<file path="src/rtl/uop_pkg.sv">
// Shared types for the decode/rename slice: fetch/decode encodings and freelist geometry.
// Consumers honour the UOP_CKPT_EN build macro for branch checkpoint support.
package uop_pkg;

   localparam int NUM_PREGS_DEF = 64;
   localparam int NUM_AREGS_DEF = 32;
   localparam int PREG_W        = $clog2(NUM_PREGS_DEF);
   localparam int FL_DEPTH      = NUM_PREGS_DEF - NUM_AREGS_DEF;
   localparam int CNT_W         = $clog2(FL_DEPTH + 1);
   localparam int FETCH_W       = 32;
   localparam int DEC_W         = 32;

   typedef logic [PREG_W-1:0]          preg_t;
   typedef logic [$clog2(FL_DEPTH):0]  fl_ptr_t;
   typedef fl_ptr_t                    ckpt_slot_t;

   typedef enum logic [6:0] {
      OP_NOP    = 7'd0,
      OP_ALU    = 7'd1,
      OP_LOAD   = 7'd2,
      OP_STORE  = 7'd3,
      OP_BRANCH = 7'd4,
      OP_FENCE  = 7'd5
   } opcode_e;

   typedef enum logic [1:0] {
      RS_NONE = 2'd0,
      RS_ALU  = 2'd1,
      RS_MEM  = 2'd2,
      RS_BR   = 2'd3
   } rs_station_e;

   typedef struct packed {
      opcode_e     opcode;
      logic [4:0]  rd;
      logic [4:0]  rs1;
      logic [4:0]  rs2;
      logic [9:0]  imm;
   } fetched_instruction_t;

   typedef struct packed {
      logic        is_noop;
      rs_station_e rs_station;
      logic [3:0]  alu_op;
      logic [4:0]  rd;
      logic [4:0]  rs1;
      logic [4:0]  rs2;
      logic [9:0]  imm;
   } decoded_instruction_t;

   // A lane consumes a physical register when it is real work bound for a station.
   function automatic logic lane_needs_preg(logic [DEC_W-1:0] raw);
      decoded_instruction_t d;
      d = decoded_instruction_t'(raw);
      return !d.is_noop && (d.rs_station != RS_NONE);
   endfunction

endpackage

</file>
<file path="src/rtl/instruction_decoder.sv">
// Single-lane combinational decoder: fetched word to decoded micro-op fields.
module instruction_decoder
   import uop_pkg::*;
(
   input  logic [FETCH_W-1:0] instr,
   output logic [DEC_W-1:0]   decoded
);

   fetched_instruction_t f_s;
   decoded_instruction_t d_s;

   assign f_s = fetched_instruction_t'(instr);

   // Unknown opcodes are squashed to no-ops so they never consume a register.
   always_comb begin
      d_s     = '0;
      d_s.rd  = f_s.rd;
      d_s.rs1 = f_s.rs1;
      d_s.rs2 = f_s.rs2;
      d_s.imm = f_s.imm;
      case (f_s.opcode)
         OP_NOP:    d_s.is_noop = 1'b1;
         OP_ALU: begin
            d_s.rs_station = RS_ALU;
            d_s.alu_op     = f_s.imm[3:0];
         end
         OP_LOAD:   d_s.rs_station = RS_MEM;
         OP_STORE:  d_s.rs_station = RS_MEM;
         OP_BRANCH: d_s.rs_station = RS_BR;
         OP_FENCE:  d_s.rs_station = RS_NONE;
         default:   d_s.is_noop = 1'b1;
      endcase
   end

   assign decoded = d_s;

endmodule

</file>
<file path="src/rtl/preg_freelist.sv">
// FIFO freelist of physical registers with multi-pop from head and multi-push at tail.
// With UOP_CKPT_EN defined, head pointers can be checkpointed and restored per branch tag.
module preg_freelist
   import uop_pkg::*;
#(
`ifdef UOP_CKPT_EN
   parameter int CKPT_DEPTH    = 4,
`endif
   parameter int WIDTH         = 2,
   parameter int RELEASE_WIDTH = 2,
   parameter int NUM_PREGS     = NUM_PREGS_DEF,
   parameter int NUM_AREGS     = NUM_AREGS_DEF,
   localparam int PREG_BITS    = $clog2(NUM_PREGS),
   localparam int FL_SIZE      = NUM_PREGS - NUM_AREGS,
   localparam int IDX_W        = $clog2(FL_SIZE),
   localparam int PTR_W        = IDX_W + 1,
   localparam int FREE_BITS    = $clog2(FL_SIZE + 1),
   localparam int NA_W         = $clog2(WIDTH + 1)
) (
   input  logic                               clk,
   input  logic                               reset_n,
   input  logic [NA_W-1:0]                    pop_n,
   output logic [WIDTH*PREG_BITS-1:0]         head_preg,
   input  logic [RELEASE_WIDTH-1:0]           release_valid,
   input  logic [RELEASE_WIDTH*PREG_BITS-1:0] release_preg,
`ifdef UOP_CKPT_EN
   input  logic                               ckpt_valid,
   input  logic [$clog2(CKPT_DEPTH)-1:0]      ckpt_tag,
   input  logic                               restore_valid,
   input  logic [$clog2(CKPT_DEPTH)-1:0]      restore_tag,
`endif
   output logic [FREE_BITS-1:0]               num_free
);

   logic [PREG_BITS-1:0]     mem_r [FL_SIZE];
   logic [PTR_W-1:0]         head_r;
   logic [PTR_W-1:0]         tail_r;
   logic [PTR_W-1:0]         head_next_s;
   logic [PTR_W-1:0]         tail_next_s;
   logic [PTR_W-1:0]         room_s;
   logic [PTR_W-1:0]         push_cnt_s;
   logic [RELEASE_WIDTH-1:0] push_en_s;
   logic [IDX_W-1:0]         push_idx_s [RELEASE_WIDTH];

`ifdef UOP_CKPT_EN
   logic [PTR_W-1:0]         ckpt_r [CKPT_DEPTH];
`endif

   // Present the WIDTH oldest free registers; the caller decides how many it takes.
   always_comb begin
      for (int i = 0; i < WIDTH; i++) begin
         head_preg[i*PREG_BITS +: PREG_BITS] = mem_r[IDX_W'(head_r + PTR_W'(i))];
      end
   end

   // Head advance (or rewind), then pack valid releases into the room left after it.
   always_comb begin
      head_next_s = head_r + PTR_W'(pop_n);
`ifdef UOP_CKPT_EN
      if (restore_valid) begin
         head_next_s = ckpt_r[restore_tag];
      end else begin
         head_next_s = head_r + PTR_W'(pop_n);
      end
`endif
      room_s     = PTR_W'(FL_SIZE) - (tail_r - head_next_s);
      push_cnt_s = '0;
      for (int j = 0; j < RELEASE_WIDTH; j++) begin
         push_idx_s[j] = IDX_W'(tail_r + push_cnt_s);
         if (release_valid[j] && (push_cnt_s < room_s)) begin
            push_en_s[j] = 1'b1;
            push_cnt_s   = push_cnt_s + PTR_W'(1);
         end else begin
            push_en_s[j] = 1'b0;
         end
      end
      tail_next_s = tail_r + push_cnt_s;
   end

   // Pointer and storage update; reset loads every non-architectural register in order.
   always_ff @(posedge clk) begin
      if (!reset_n) begin
         head_r <= '0;
         tail_r <= PTR_W'(FL_SIZE);
         for (int i = 0; i < FL_SIZE; i++) begin
            mem_r[i] <= PREG_BITS'(NUM_AREGS + i);
         end
      end else begin
         head_r <= head_next_s;
         tail_r <= tail_next_s;
         for (int j = 0; j < RELEASE_WIDTH; j++) begin
            if (push_en_s[j]) begin
               mem_r[push_idx_s[j]] <= release_preg[j*PREG_BITS +: PREG_BITS];
            end
         end
      end
   end

`ifdef UOP_CKPT_EN
   // Snapshot the post-allocation head; a restore in the same cycle takes precedence.
   always_ff @(posedge clk) begin
      if (!reset_n) begin
         for (int i = 0; i < CKPT_DEPTH; i++) begin
            ckpt_r[i] <= '0;
         end
      end else if (ckpt_valid && !restore_valid) begin
         ckpt_r[ckpt_tag] <= head_r + PTR_W'(pop_n);
      end
   end
`endif

   assign num_free = FREE_BITS'(tail_r - head_r);

   preg_freelist_chk #(
      .RELEASE_WIDTH (RELEASE_WIDTH)
   ) u_chk (
      .clk           (clk),
      .reset_n       (reset_n),
      .release_valid (release_valid),
      .push_en       (push_en_s)
   );

endmodule

</file>
<file path="src/rtl/preg_freelist_chk.sv">
// Property checker for the physical-register freelist.
module preg_freelist_chk #(
   parameter int RELEASE_WIDTH = 2
) (
   input  logic                     clk,
   input  logic                     reset_n,
   input  logic [RELEASE_WIDTH-1:0] release_valid,
   input  logic [RELEASE_WIDTH-1:0] push_en
);

   // Every committed release must find room; a dropped one leaks a register.
   a_no_release_drop: assert property (@(posedge clk) disable iff (!reset_n)
      ((release_valid & ~push_en) == '0));

endmodule

</file>
<file path="src/rtl/uop_decode_rename.sv">
// WIDTH-wide decode and physical-register allocation stage with a registered output group.
// Define UOP_CKPT_EN to add branch checkpoint/restore ports on the freelist head.
module uop_decode_rename
   import uop_pkg::*;
#(
`ifdef UOP_CKPT_EN
   parameter int CKPT_DEPTH    = 4,
`endif
   parameter int WIDTH         = 2,
   parameter int NUM_PREGS     = NUM_PREGS_DEF,
   parameter int NUM_AREGS     = NUM_AREGS_DEF,
   parameter int RELEASE_WIDTH = 2,
   localparam int PREG_BITS    = $clog2(NUM_PREGS),
   localparam int FREE_BITS    = $clog2(NUM_PREGS - NUM_AREGS + 1),
   localparam int NA_W         = $clog2(WIDTH + 1)
) (
   input  logic                               clk,
   input  logic                               reset_n,
   input  logic                               clear,
   input  logic                               in_valid,
   output logic                               in_ready,
   input  logic [WIDTH*FETCH_W-1:0]           instr,
   output logic                               out_valid,
   input  logic                               out_ready,
   output logic [WIDTH*DEC_W-1:0]             decoded,
   output logic [WIDTH*PREG_BITS-1:0]         preg,
   output logic [WIDTH-1:0]                   alloc_mask,
   output logic [NA_W-1:0]                    num_alloc,
   output logic [FREE_BITS-1:0]               num_free,
   input  logic [RELEASE_WIDTH-1:0]           release_valid,
   input  logic [RELEASE_WIDTH*PREG_BITS-1:0] release_preg
`ifdef UOP_CKPT_EN
   ,
   input  logic                               ckpt_valid,
   input  logic [$clog2(CKPT_DEPTH)-1:0]      ckpt_tag,
   input  logic                               restore_valid,
   input  logic [$clog2(CKPT_DEPTH)-1:0]      restore_tag
`endif
);

   logic [WIDTH*DEC_W-1:0]     dec_s;
   logic [WIDTH*PREG_BITS-1:0] head_preg_s;
   logic [WIDTH*PREG_BITS-1:0] grant_preg_s;
   logic [WIDTH-1:0]           grant_mask_s;
   logic [NA_W-1:0]            need_s;
   logic [NA_W-1:0]            pop_n_s;
   logic                       accept_s;
   logic                       restore_s;

   for (genvar g = 0; g < WIDTH; g++) begin : g_lane
      instruction_decoder u_dec (
         .instr   (instr[g*FETCH_W +: FETCH_W]),
         .decoded (dec_s[g*DEC_W +: DEC_W])
      );
   end

   // Needing lanes take successive freelist entries in ascending lane order.
   always_comb begin
      need_s       = '0;
      grant_mask_s = '0;
      grant_preg_s = '0;
      for (int i = 0; i < WIDTH; i++) begin
         if (lane_needs_preg(dec_s[i*DEC_W +: DEC_W])) begin
            grant_mask_s[i]                        = 1'b1;
            grant_preg_s[i*PREG_BITS +: PREG_BITS] = head_preg_s[need_s*PREG_BITS +: PREG_BITS];
            need_s                                 = need_s + NA_W'(1);
         end else begin
            grant_mask_s[i] = 1'b0;
         end
      end
   end

`ifdef UOP_CKPT_EN
   assign restore_s = restore_valid;
`else
   assign restore_s = 1'b0;
`endif

   // Whole group or nothing; occupancy seen here excludes this cycle's releases.
   assign in_ready = !clear && !restore_s && (!out_valid || out_ready)
                     && (num_free >= FREE_BITS'(need_s));
   assign accept_s = in_valid && in_ready;
   assign pop_n_s  = accept_s ? need_s : '0;

   // Output group register; held while downstream stalls.
   always_ff @(posedge clk) begin
      if (!reset_n) begin
         out_valid  <= 1'b0;
         decoded    <= '0;
         preg       <= '0;
         alloc_mask <= '0;
         num_alloc  <= '0;
      end else if (clear) begin
         out_valid <= 1'b0;
      end else if (accept_s) begin
         out_valid  <= 1'b1;
         decoded    <= dec_s;
         preg       <= grant_preg_s;
         alloc_mask <= grant_mask_s;
         num_alloc  <= need_s;
      end else if (out_ready) begin
         out_valid <= 1'b0;
      end
   end

   preg_freelist #(
`ifdef UOP_CKPT_EN
      .CKPT_DEPTH    (CKPT_DEPTH),
`endif
      .WIDTH         (WIDTH),
      .RELEASE_WIDTH (RELEASE_WIDTH),
      .NUM_PREGS     (NUM_PREGS),
      .NUM_AREGS     (NUM_AREGS)
   ) u_freelist (
      .clk           (clk),
      .reset_n       (reset_n),
      .pop_n         (pop_n_s),
      .head_preg     (head_preg_s),
      .release_valid (release_valid),
      .release_preg  (release_preg),
`ifdef UOP_CKPT_EN
      .ckpt_valid    (ckpt_valid && accept_s),
      .ckpt_tag      (ckpt_tag),
      .restore_valid (restore_valid),
      .restore_tag   (restore_tag),
`endif
      .num_free      (num_free)
   );

endmodule

</file>
<file path="config.mk">
export PLATFORM = sky130hd
export DESIGN_NAME = uop_decode_rename
export DESIGN_NICKNAME = d
export VERILOG_FILES = /design/src/rtl/uop_pkg.sv /design/src/rtl/instruction_decoder.sv /design/src/rtl/preg_freelist.sv /design/src/rtl/preg_freelist_chk.sv /design/src/rtl/uop_decode_rename.sv
export SDC_FILE = /design/constraint.sdc
export NUM_CORES = 1
export LEC_CHECK = 0
export BUFFER_PORTS_ARGS = -buffer_cell sky130_fd_sc_hd__buf_2
export CORE_MARGIN = 2
export CORE_UTILIZATION = 50
export DETAILED_ROUTE_END_ITERATION = 8
export GPL_TIMING_DRIVEN = 0
export MAX_ROUTING_LAYER = met4
export PLACE_DENSITY = 0.69
export SLEW_MARGIN = 10
export SYNTH_ARGS = -nofsm -noshare
export SYNTH_HDL_FRONTEND = slang
export SYNTH_SLANG_ARGS = --single-unit
export TNS_END_PERCENT = 50
</file>
<file path="constraint.sdc">
create_clock -name clk -period 9.97 [get_ports clk]
set_input_delay 0.4985 -clock clk [delete_from_list [all_inputs] [get_ports clk]]
set_output_delay 0.4985 -clock clk [all_outputs]
set_load 0.1 [all_outputs]
</file>
---- Word level (Yosys, flattened, before mapping) ----
Memories as Yosys holds them, arrays and structs flattened. A register that Yosys moved wholly into a read port is not among the register bits.
Index checks and enable logic that the tools add are counted.
operators by class
  bitwise gates (word level) .............. 2
  mux-type cells .......................... 33
  reductions and logical operators ........ 21
  $mul .................................... 1
  eq/ne operators ......................... 10
  magnitude comparators ................... 3
  shifts and indexed selects .............. 1
  add/sub/neg operators ................... 9
operators by type and width
  kind                                                                          count
  6-bit 2-to-1 mux                                                              5
  7-bit by 2-bit == test with 1-bit output (second input constant)              4
  7-bit by 3-bit == test with 1-bit output (second input constant)              4
  1-bit 2-to-1 mux                                                              19
  5-bit 2-to-1 mux                                                              3
  7-bit by 1-bit == test with 1-bit output (second input constant)              2
  2-bit one-hot mux with 3 select lines                                         2
  6-bit OR reduction                                                            2
  12-bit by 6-bit variable part select with 6-bit output                        1
  6-bit subtractor                                                              2
  5-bit OR reduction                                                            2
  4-bit 2-to-1 mux                                                              2
  1-bit logical AND                                                             7
  6-bit by 2-bit adder with 6-bit output                                        1
  6-bit adder                                                                   1
  6-bit by 2-bit greater-or-equal comparator with 1-bit output                  1
  1-bit by 6-bit less-than comparator with 1-bit output                         1
  1-bit by 6-bit less-than comparator with 1-bit output (first input constant)  1
  2-bit nonzero test                                                            3
  2-bit OR reduction                                                            3
  6-bit subtractor (first input constant)                                       1
  5-bit by 1-bit adder with 5-bit output                                        1
  5-bit by 1-bit adder with 5-bit output (second input constant)                1
  2-bit by 2-bit multiplier with 4-bit output (second input constant)           1
  7 further kinds                                                               10
storage, ports and cells
  bits in writable memories ............... 192
  bits of input ports ..................... 83
  bits in registers ....................... 93
  memories kept ........................... 1
  logic and storage cells ................. 88
  output and inout bits ................... 88
memories
  name              words  bits a word  rd ports  clocked after memory_dff  wr ports  line                 RTL
  u_freelist.mem_r  32     6            2         1                         32        preg_freelist.sv:35  logic [PREG_BITS-1:0] mem_r [FL_SIZE];

---- Depth between registers and ports, before layout ----
Gate-level depths: netlist of run 1.
  word-level depth ........................ 26
  depth in mapped cells ................... 40
  depth with buffers taken out ............ 34

---- Hierarchy ----
Synthesis of run 1 repeated with hierarchy kept, for this count alone.
second synthesis, totals
  cell total of the unflattened synthesis .. 1644
  area, all modules ....................... 18736.7 sq um
by module, submodules not included
  module               cells each  sequential area each (sq um)  instances  area an instance (sq um)
  preg_freelist        1176        6005.8                        1          14838.0
  uop_decode_rename    390         1621.6                        1          3300.7
  instruction_decoder  39          0.0                           2          299.0

---- Worst setup path before layout of run 1 ----
Ideal clock, no wire load.
  path kind ............................... register -> register
  start point ............................. register u_freelist.head_r[1]
  end point ............................... memory u_freelist.mem_r[20][0] in the netlist's numbering (enable)
  path buffers ............................ 7
  data arrival time ....................... 9.498 ns
  library setup time ...................... 0.377 ns
  stages on the path, launching flop included .. 37
  setup slack ............................. 0.095 ns
  required time ........................... 9.593 ns
  period minus slack after synthesis ...... 9.875 ns
  cell sequence ........................... dfxtp_1 > clkbuf_1 > buf_2 > inv_1 > fa_1 > xor2_1 > a21oi_1 > nor4b_1 > a21oi_1 > clkbuf_1 > clkbuf_1 > and2_1 > ha_1 > inv_1 > fa_1 > inv_1 > ha_1 > ha_1 > inv_1 > fa_1 > xnor2_1 > nor3b_1 > nand4_2 > nor2_1 > buf_2 > nor2_1 > ha_1 > ha_1 > inv_1 > mux2_2 > o32ai_1 > nand2_1 > clkbuf_1 > a211oi_2 > buf_2 > nor2_1 > o21ai_0
RTL lines
  element                   line                 RTL
  start: declaration        preg_freelist.sv:36  logic [PTR_W-1:0] head_r;
  start signal: assignment  preg_freelist.sv:89  head_r <= head_next_s;
  end: declaration          preg_freelist.sv:35

==> results of run 1 <==
## metrics by stage
step	std cells	utilization [%]	cell area [µm²]	power [µW]	hold slack, ns
2_1_floorplan	1634	-	17700	2150	0.507
3_3_place_gp	2252	54.9	19100	2540	0.454
3_5_place_dp	2252	54.9	19100	2550	0.457
4_1_cts	2308	58.2	20200	3780	0.145
5_1_grt	2315	58.4	20300	3920	0.151
6_report	2315	58.4	20300	3850	0.149
## state kept, by name (all words and copies together) (netlist names)
name	count
preg	12
u_freelist.head_r	6
decoded	64
num_alloc	2
u_freelist.mem_r	192
out_valid	1
alloc_mask	2
u_freelist.tail_r	6
## critical path: cells and delay by family (launching register included)
family	cells	cell delay [ns]
buffers and inverters	11	2.29
AND/OR/NAND/NOR	8	1.53
XOR/XNOR	2	0.38
adder cells (fa/ha/maj)	8	2.66
flip-flops	1	0.36
AO/OA/AOI/OAI	7	1.97
## kinds of logic (layout without fill, tap and decap cells)
kind of cell    Yosys count  count (layout)  share of synthesized area (%)
compound gates          227             227                           9.14
xor+xnor                 21              21                           1.13
fa+ha+maj                29              29                           2.22
buf+inv                 183             407                           4.43
flops                   285             285                           43.2
mux                     305             305                           23.4
other cells               0               2                              0
simple gates            584             584                           16.5
## layout make-up
| type | instances | share of cell area (%) |
|---|---|---|
| multi-input cells | 1166 | 46.1 |
| diodes | 2 | 0.0247 |
| clock buffers | 37 | 3.94 |
| inverters | 34 | 0.635 |
| clock inverters | 18 | 1.30 |
| plain buffers | 148 | 3.30 |
| flip-flops and latches | 285 | 37.6 |
| repair buffers | 170 | 4.28 |
| well taps | 455 | 2.81 |
## power by group through the flow
stage          clock, µW  sequential [µW]  combinational [µW]
6_report            1240             1380                1230
5_1_grt             1280             1380                1260
4_1_cts             1240             1380                1170
3_5_place_dp           0             1400                1150
3_3_place_gp           0             1400                1150
2_1_floorplan          0             1480                 662
## worst min-delay path by stage
stage / startpoint / to / slack (ns) / cells after the start
finish: clear / out_valid / 0.15 / 2
global route: clear / out_valid / 0.15 / 2
CTS: instr[52] / decoded[52] / 0.15 / 3
detailed placement: preg[4] / preg[4] / 0.46 / 2
global placement: preg[4] / preg[4] / 0.45 / 2
floorplan: u_freelist.tail_r[5] / u_freelist.tail_r[5] / 0.51 / 2
## repair_timing
item                                    4_1_cts  5_1_grt
pin swaps                                     0        3
resized for setup                            21        9
endpoints found under the setup margin      384      348
buffers inserted                              1        6
## cell usage in the layout (no fill, tap or decap), types with 36 or more instances in the layout
cell type / Yosys / routed
nor4_1: 43 / 43
dfxtp_1: 93 / 93
mux2i_1: 164 / 164
mux4_2: 81 / 81
nand3_1: 71 / 71
nor2_1: 169 / 167
a31oi_1: 36 / 36
buf_2: 41 / 202
nor3_1: 68 / 67
edfxtp_1: 192 / 192
mux2_2: 58 / 58
clkbuf_1: 90 / 91
nand2_1: 109 / 109
## routing by layer
layer	vias to the layer above	share of wire, %
li1	6665	-
met1	7669	36
met2	1281	43
met3	320	13
met4	0	8.1
met5	-	0
==> metrics.cfg, run 1 <==
[worst_setup_path]
critPathLaunchType=flop
arrival_ns=9.80
slowest_stage=fa_1
reg2reg_from=u_freelist.head_r[1]
r2r_cells=36
required_ns=10.18
cp_max_fo=10
r2r_slack_ns=0.38
rr_endpoint=u_freelist.mem_r[26][1]
path_class=reg -> reg
cp-endpoint=u_freelist.mem_r[26][1]
slowest_delay_ns=0.55
cp_common_cell=ha_1
end_kind=flop
crit_start=u_freelist.head_r[1]

[grt]
grt_max_degree=15
antenna_found_initial=2
grt_pass1_vias=15200
grt_most_used_layer=met2
use_met3_pct=12.0
grtUsageMet2_pct=64.4
grt_pass1_wl_mm=109
overflow=0
use_met1_pct=52.9
grt_usage_pct=43.7

[sta]
worst_pin_slew_ns=1.36
setup_viol=0
fin_crit_sh_pct=96.2
min_period_ns=9.59
fmax_mhz=104
setup_slack_ns=0.381
clock_skew_ns=0.0134
maxSlewViolCount=0
fin_tns_setup_ns=0
grt_setup_unrepaired=no
slew_headroom_pct=9.12
final_hold_viol_count=0

[routing]
wire_per_inst_um=33.7
wl_mm=78.1
viasPerCell=6.88
dr.pass1.iters=8
final_antenna_net_count=0
vias=15900
drc_errors=0
drt_iter0_drc=2201

[floorplan]
ios=171
core_mm2=0.0347
initial_utilization_pct=50.9
rows=68
chipWidth_um=192
dieArea_mm2=0.0369
die_h_um=192

[finish]
drive_gt1_share_pct=24.1
layout.area.seq_mm2=0.00763
multi_input_area_mm2=0.00935
layout.nets=1947
area_growth_pct=14.8
fillers=2956

[cts]
cts_sinks=285
clk_latency_ns=0.59
cts-root-buf=clkbuf_16
cts_buffer_depth=3
cts_buffers=30
cts_hold_buf=0
tritoncts=built
cts.clk_slew.worst_paths_ns=0.06
htree_levels=1

[power_and_ir_drop]
p_int_uw=2360
leakage_uw=0.00691
power_frac_clock_pct=32.2
powerDensity_mw_per_mm2=190
p_switching_uw=1490
pwr-share-seq_pct=35.8
switching_share_pct=38.7
vdd_drop_max_v=0.000150
p_comb_share_pct=31.9

[placement]
port_buffers=163
hpwl_mm=59.2
preCtsSetupSlack_ns=-1.77
routabilityCongestion=1.04

[yosys]
yosysWarningCount=0
synth_top_area_share_pct=32.6
synth_area_leaders=edfxtp_1 (33%), dfxtp_1 (11%), mux4_2 (10%)
synth_largest_area_cell=edfxtp_1
ys_seq_area_share_pct=43.2
ys_async_sr_fraction_pct=0
synthTopCellsByCount=edfxtp_1 (192), nor2_1 (169), mux2i_1 (164)
yosysMostFrequentCell=edfxtp_1
synth_cell_types=70
synth_ff_type=edfxtp_1
netlist_area_mm2=0.0177
synth-edff-count=192
avgSynthCellArea_um2=10.8
ys_ff_latch=285
synth_nets=1746
synthCells=1634

[worst_hold_path]
hold_class=in -> reg

[outcome]
status=finished, final reports clean

[flow_run]
drv_cap=0

(Power assumes the default switching activity.)
==> run 2: changes to the inputs <==
Settings changed: SYNTH_HIERARCHICAL set to 1.
Clock period 9.97 ns to 11.6 ns, I/O delays scaled along.
==> run 2 against run 1 <==
Against the previous run: cell count is 0.60% lower; clock power is 15% lower; flip-flop and latch count stayed put; design area is 3.8% higher.
==> metrics.cfg, run 2 <==
[worst_setup_path]
slowest_stage=buf_1  ; was fa_1
required_ns=11.75  ; was 10.18 ns
arrival_ns=10.81  ; was 9.80 ns
critPathLaunchType=flop  ; unchanged
end_kind=flop  ; unchanged
path_class=reg -> reg  ; unchanged
cp_common_cell=ha_1  ; unchanged
slowest_delay_ns=0.81  ; was 0.55 ns
cp_max_fo=10  ; unchanged

[yosys]
yosysMostFrequentCell=edfxtp_1  ; unchanged
synth_largest_area_cell=edfxtp_1  ; unchanged
synth_ff_type=edfxtp_1  ; unchanged
ys_ff_latch=285  ; unchanged
synth_top_family_by_area=multiplexers  ; unchanged
yosysWarningCount=6  ; was 0
synth_top_area_share_pct=30.8  ; was 32.6%
synth_nets=1756  ; was 1,746
synthAdderAreaFrac_pct=2.10  ; was 2.22%
synth_compound_area_share_pct=7.56  ; was 9.14%
avgSynthCellArea_um2=11.4  ; was 10.8 µm²
ys_async_sr_fraction_pct=0  ; unchanged
synth_cell_types=63  ; was 70
synthCells=1644  ; was 1,634
synthSimpleGateAreaFrac_pct=14.5  ; was 16.5%
synth_area_leaders=edfxtp_1 (31%), mux4_2 (14%), dfxtp_1 (9.9%)  ; was edfxtp_1 (33%), dfxtp_1 (11%), mux4_2 (10%)
synth_xor_area_share_pct=1.02  ; was 1.13%
ys_seq_area_share_pct=40.7  ; was 43.2%
netlist_area_mm2=0.0187  ; was 0.0177 mm²
synth-edff-count=192  ; unchanged
synthTopCellsByCount=edfxtp_1 (192), nand3_1 (176), mux4_2 (120)  ; was edfxtp_1 (192), nor2_1 (169), mux2i_1 (164)
yosys-mux-area-fraction_pct=27.5  ; was 23.4%

[power_and_ir_drop]
powerDensity_mw_per_mm2=157  ; was 190 mW/mm²
pwr-share-seq_pct=35.6  ; was 35.8%
p_int_uw=2010  ; was 2360 µW
vdd_drop_max_v=0.0000856  ; was 0.000150 V
leakage_uw=0.00711  ; was 0.00691 µW
p_switching_uw=1300  ; was 1490 µW
switching_share_pct=39.2  ; was 38.7%
p_comb_share_pct=32.6  ; was 31.9%
power_frac_clock_pct=31.8  ; was 32.2%

[finish]
layout.area.seq_mm2=0.00763  ; unchanged
final_common_cell=edfxtp_1  ; was buf_2
drive_gt1_share_pct=33.0  ; was 24.1%
most-common-layout-cells=edfxtp_1 (192), nand3_1 (176), buf_2 (162)  ; was buf_2 (202), edfxtp_1 (192), nor2_1 (167)
area_growth_pct=12.3  ; was 14.8%
largestRegisters=u_freelist/mem_r: 192 flops, decoded: 64 flops, preg: 12 flops  ; was u_freelist.mem_r: 192 flops, decoded: 64 flops, preg: 12 flops
layout.nets=1917  ; was 1,947
fin_util_pct=57.2  ; was 58.4%
largest_reg_flops=192  ; unchanged
top_register=u_freelist/mem_r  ; was u_freelist.mem_r
fillers=3140  ; was 2,956
multi_input_area_mm2=0.00987  ; was 0.00935 mm²
stdcell_area_mm2=0.0211  ; was 0.0203 mm²

[sta]
setup_viol=0  ; unchanged
fin_tns_setup_ns=0  ; unchanged
final_hold_viol_count=0  ; unchanged
min_period_ns=10.66  ; was 9.59 ns
slew_headroom_pct=19.6  ; was 9.12%
worst_pin_slew_ns=1.21  ; was 1.36 ns
fmax_mhz=93.8  ; was 104 MHz
clock_skew_ns=0.0132  ; was 0.0134 ns
grt_setup_unrepaired=no  ; unchanged
maxSlewViolCount=0  ; unchanged
fin_crit_sh_pct=91.9  ; was 96.2%

[placement]
dpl-instance-area_mm2=0.0200  ; was 0.0191 mm²
routabilityCongestion=1.09  ; was 1.04
hpwl_mm=55.0  ; was 59.2 mm
port_buffers=124  ; was 163

[floorplan]
rows=70  ; was 68
core_mm2=0.0368  ; was 0.0347 mm²
dieArea_mm2=0.0390  ; was 0.0369 mm²
chipWidth_um=198  ; was 192 µm
die_h_um=198  ; was 192 µm
ios=171  ; unchanged
initial_utilization_pct=50.9  ; about the same

[cts]
cts_hold_buf=0  ; unchanged
post-cts-setup-buffers=0  ; was 1
htree_levels=2  ; was 1
cts_buffer_depth=3  ; unchanged
cts.clk_slew.worst_paths_ns=0.06  ; about the same
cts_resized=0  ; was 21
cts-root-buf=clkbuf_16  ; unchanged
tritoncts=built  ; unchanged
cts_sinks=285  ; unchanged
cts_buffers=34  ; was 30
clk_latency_ns=0.53  ; was 0.59 ns

[routing]
wire_per_inst_um=32.0  ; was 33.7 µm
wl_mm=73.7  ; was 78.1 mm
viasPerCell=7.01  ; was 6.88
drc_errors=0  ; unchanged
final_antenna_net_count=0  ; unchanged
dr.pass1.iters=6  ; was 8
vias=16100  ; was 15,900
drt_iter0_drc=2217  ; was 2,201

[grt]
grt_usage_pct=38.9  ; was 43.7%
grt_pass1_wl_mm=105  ; was 109 mm
grt_max_degree=13  ; was 15
antenna_found_initial=3  ; was 2
grt_pass1_vias=15600  ; was 15,200
overflow=0  ; unchanged

[outcome]
status=finished, final reports clean  ; unchanged

[flow_run]
drv_cap=0  ; unchanged

[worst_hold_path]
hold_class=in -> reg  ; unchanged

-- run 2: cell types whose count changed after synthesis, sizes merged, moves of 34 or more --
cell   previous run  this run
mux4             81       120
buf              59       117
nor2            169        44
mux2             60       182
mux2i           164        10
a31oi            36         2
o21ai            29        72
nand3            79       176
a21oi            37        78
-- run 2: per-layer routing --
| metal | part of all wire (%) | GRT usage [%] |
|---|---|---|
| met5 | 0 | - |
| met4 | 7.2 | 23.2 |
| met3 | 15 | 13.9 |
| met2 | 42 | 56.1 |
| met1 | 36 | 47.0 |
-- run 2: power by group through the flow --
stage                     clock network (µW)  registers [µW]  logic, µW
after CTS                               1050            1170       1030
after global routing                    1090            1180       1100
after detailed placement                   0            1190       1030
after global placement                     0            1190       1020
final                                   1050            1180       1080
after floorplan                            0            1260        597
-- run 2: logic make-up (layout without fill, tap and decap cells) --
logic type                 after synthesis  count (layout)
and+or+nand+nor                        518             518
xor gates and xnor gates                20              20
adders and majority gates               29              29
muxes                                  312             312
AOI/OAI and AO/OA                      231             231
other                                    0               4
DFF                                    285             285
buffers and inverters                  249             434
-- run 2: path summary, 6_finish.rpt --
| path | from | to | depth (start not counted) | slack [ns] |
|---|---|---|---|---|
| max | u_freelist/head_r[2] | u_freelist/mem_r[15][1] | 37 | 0.94 |
| max reg2reg | u_freelist/head_r[2] | u_freelist/mem_r[15][1] | 37 | 0.94 |
| min | clear | out_valid | 2 | 0.27 |
| min reg2reg | preg[0] | preg[0] | 2 | 0.46 |
-- run 2: final cells by class --
type	instances	share of cell area [%]
Inverter	28	0.499
Antenna cell	4	0.0476
Buffer	221	5.41
Tap cell	468	2.78
Sequential cell	285	36.2
Clock inverter	13	0.505
Clock buffer	47	4.62
Timing Repair Buffer	125	3.00
Multi-Input combinational cell	1110	46.9
-- run 2: metrics by stage --
stage	hold slack, ns	worst slack, ns	power, µW	instances
floorplan	0.510	1.99	1860	1644
global placement	0.444	1.01	2210	2236
detailed placement	0.450	0.836	2220	2237
CTS	0.253	1.08	3260	2297
global route	0.257	0.426	3370	2300
finish	0.270	0.941	3300	2301
-- run 2: critical path, delay by kind of cell, from the launching register on --
family | cells | cell delay [ns]
buf+inv | 13 | 3.09
fa+ha+maj | 8 | 2.41
simple gates | 7 | 2.30
compound gates | 6 | 1.60
mux | 1 | 0.31
flops | 1 | 0.29
xor+xnor | 2 | 0.25
==> run 3: changes to the inputs <==
Settings changed: RECOVER_POWER set to 25.
==> run 3 against run 2 <==
Against the previous run: global-route usage stayed put; hold slack worse by 0.0017 ns; register-to-register slack worse by 0.18 ns; clock-buffer cell count stayed put; largest cell class unchanged; via count is 0.35% higher; non-clock buffer count stayed put; total power is 0.62% lower; clock power hardly changed; critical path type unchanged; sequential power hardly changed.
==> metrics.cfg, run 3 (same netlist as run 2, synthesis figures left out) <==
[cts]
clk_latency_ns=0.54  ; was 0.53 ns
cts_hold_buf=0  ; unchanged
cts_buffers=34  ; unchanged
cts_buffer_depth=3  ; unchanged
cts_sinks=285  ; unchanged
htree_levels=2  ; unchanged
post-cts-setup-buffers=0  ; unchanged
cts.clk_slew.worst_paths_ns=0.06  ; about the same
tritoncts=built  ; unchanged
cts_resized=0  ; unchanged
cts-root-buf=clkbuf_16  ; unchanged

[power_and_ir_drop]
vdd_drop_max_v=0.0000854  ; was 0.0000856 V
leakage_uw=0.00672  ; was 0.00711 µW
powerDensity_mw_per_mm2=157  ; about the same

[routing]
wl_mm=73.9  ; was 73.7 mm
drt_iter0_drc=1962  ; was 2,217
drc_errors=0  ; unchanged
wire_per_inst_um=32.1  ; was 32.0 µm
dr.pass1.iters=6  ; unchanged
final_antenna_net_count=0  ; unchanged
viasPerCell=7.04  ; was 7.01
vias=16200  ; was 16,100

[placement]
dpl-instance-area_mm2=0.0200  ; unchanged
port_buffers=124  ; unchanged
routabilityCongestion=1.09  ; unchanged
preCtsSetupSlack_ns=0.836  ; unchanged
hpwl_mm=55.0  ; unchanged

[sta]
slew_headroom_pct=12.1  ; was 19.6%
setup_slack_ns=0.761  ; was 0.941 ns
holdWs_ns=0.269  ; was 0.270 ns
setup_viol=0  ; unchanged
worst_pin_slew_ns=1.32  ; was 1.21 ns
min_period_ns=10.84  ; was 10.66 ns
final_hold_viol_count=0  ; unchanged
fin_crit_sh_pct=93.4  ; was 91.9%
fin_tns_setup_ns=0  ; unchanged
clock_skew_ns=0.0143  ; was 0.0132 ns
fmax_mhz=92.3  ; was 93.8 MHz
maxSlewViolCount=0  ; unchanged
grt_setup_unrepaired=no  ; unchanged

[flow_run]
drv_cap=0  ; unchanged

[worst_setup_path]
cp.buffers_inverters=12  ; was 13
slowest_stage=clkbuf_1  ; was buf_1
critPathLaunchType=flop  ; unchanged
arrival_ns=10.99  ; was 10.81 ns
rr_endpoint=u_freelist/mem_r[14][1]  ; was u_freelist/mem_r[15][1]
reg2reg_from=u_freelist/head_r[2]  ; unchanged
slowest_delay_ns=0.81  ; about the same
required_ns=11.75  ; about the same
end_kind=flop  ; unchanged
crit_start=u_freelist/head_r[2]  ; unchanged
r2r_cells=39  ; was 37
path_depth=39  ; was 37
cp_max_fo=10  ; unchanged
r2r_slack_ns=0.76  ; was 0.94 ns
crit_family=buffers and inverters  ; unchanged
cp-endpoint=u_freelist/mem_r[14][1]  ; was u_freelist/mem_r[15][1]
cp_common_cell=ha_1  ; unchanged
path_class=reg -> reg  ; unchanged

[floorplan]
dieArea_mm2=0.0390  ; unchanged
chipWidth_um=198  ; unchanged
initial_utilization_pct=50.9  ; unchanged
rows=70  ; unchanged
die_h_um=198  ; unchanged
ios=171  ; unchanged
core_mm2=0.0368  ; unchanged

[worst_hold_path]
hold_class=in -> reg  ; unchanged

[grt]
grt_pass1_vias=15600  ; unchanged
grt_usage_pct=38.9  ; unchanged
overflow=0  ; unchanged
grt_max_degree=13  ; unchanged
grt_pass1_wl_mm=105  ; unchanged
antenna_found_initial=3  ; unchanged

[finish]
top_register=u_freelist/mem_r  ; unchanged
largest_reg_flops=192  ; unchanged
fillers=3192  ; was 3,140
most-common-layout-cells=clkbuf_1 (202), edfxtp_1 (192), nand3_1 (176)  ; was edfxtp_1 (192), nand3_1 (176), buf_2 (162)
layout.nets=1917  ; unchanged
final_common_cell=clkbuf_1  ; was edfxtp_1
drive_gt1_share_pct=27.8  ; was 33.0%
stdcell_area_mm2=0.0209  ; was 0.0211 mm²
largestRegisters=u_freelist/mem_r: 192 flops, decoded: 64 flops, preg: 12 flops  ; unchanged
area_growth_pct=11.4  ; was 12.3%

[outcome]
status=finished, final reports clean  ; unchanged

==> run 3: where the power goes <==
part           total [µW]  switching, µW  internal [µW]
Combinational        1060            818            240
Clock                1050            435            612
Sequential           1180           35.8           1140
==> run 3: how the worst min path moves through the flow <==
stage,from,end,slack (ns),depth (start not counted)
floorplan,u_freelist/tail_r[5],u_freelist/tail_r[5],0.51,2
global placement,preg[4],preg[4],0.44,2
detailed placement,preg[4],preg[4],0.45,2
CTS,clear,out_valid,0.25,2
global route,clear,out_valid,0.26,2
finish,clear,out_valid,0.27,2
==> run 3: cell type report <==
type                            instances  area, µm²  area share, %
Antenna cell                            3       7.51         0.0360
Buffer                                221       1100           5.27
Clock buffer                           47        973           4.66
Clock inverter                         13        106          0.509
Inverter                               28        105          0.503
Multi-Input combinational cell       1110       9840           47.2
Sequential cell                       285       7630           36.5
Tap cell                              468        586           2.81
Timing Repair Buffer                  125        526           2.52
==> run 3: metrics by stage <==
stage,cells,power (µW),utilization (%)
6_report,2300,3280,56.7
5_1_grt,2300,3350,56.7
4_1_cts,2297,3260,57.2
3_5_place_dp,2237,2220,54.3
3_3_place_gp,2236,2210,54.2
2_1_floorplan,1644,1860,-
==> run 3: metal layers <==
metal	vias up	GRT usage (%)	part of all wire (%)
li1	6651	-	-
met1	7786	47.0	36
met2	1380	56.1	42
met3	364	13.9	15
met4	0	23.2	7.5
met5	-	-	0
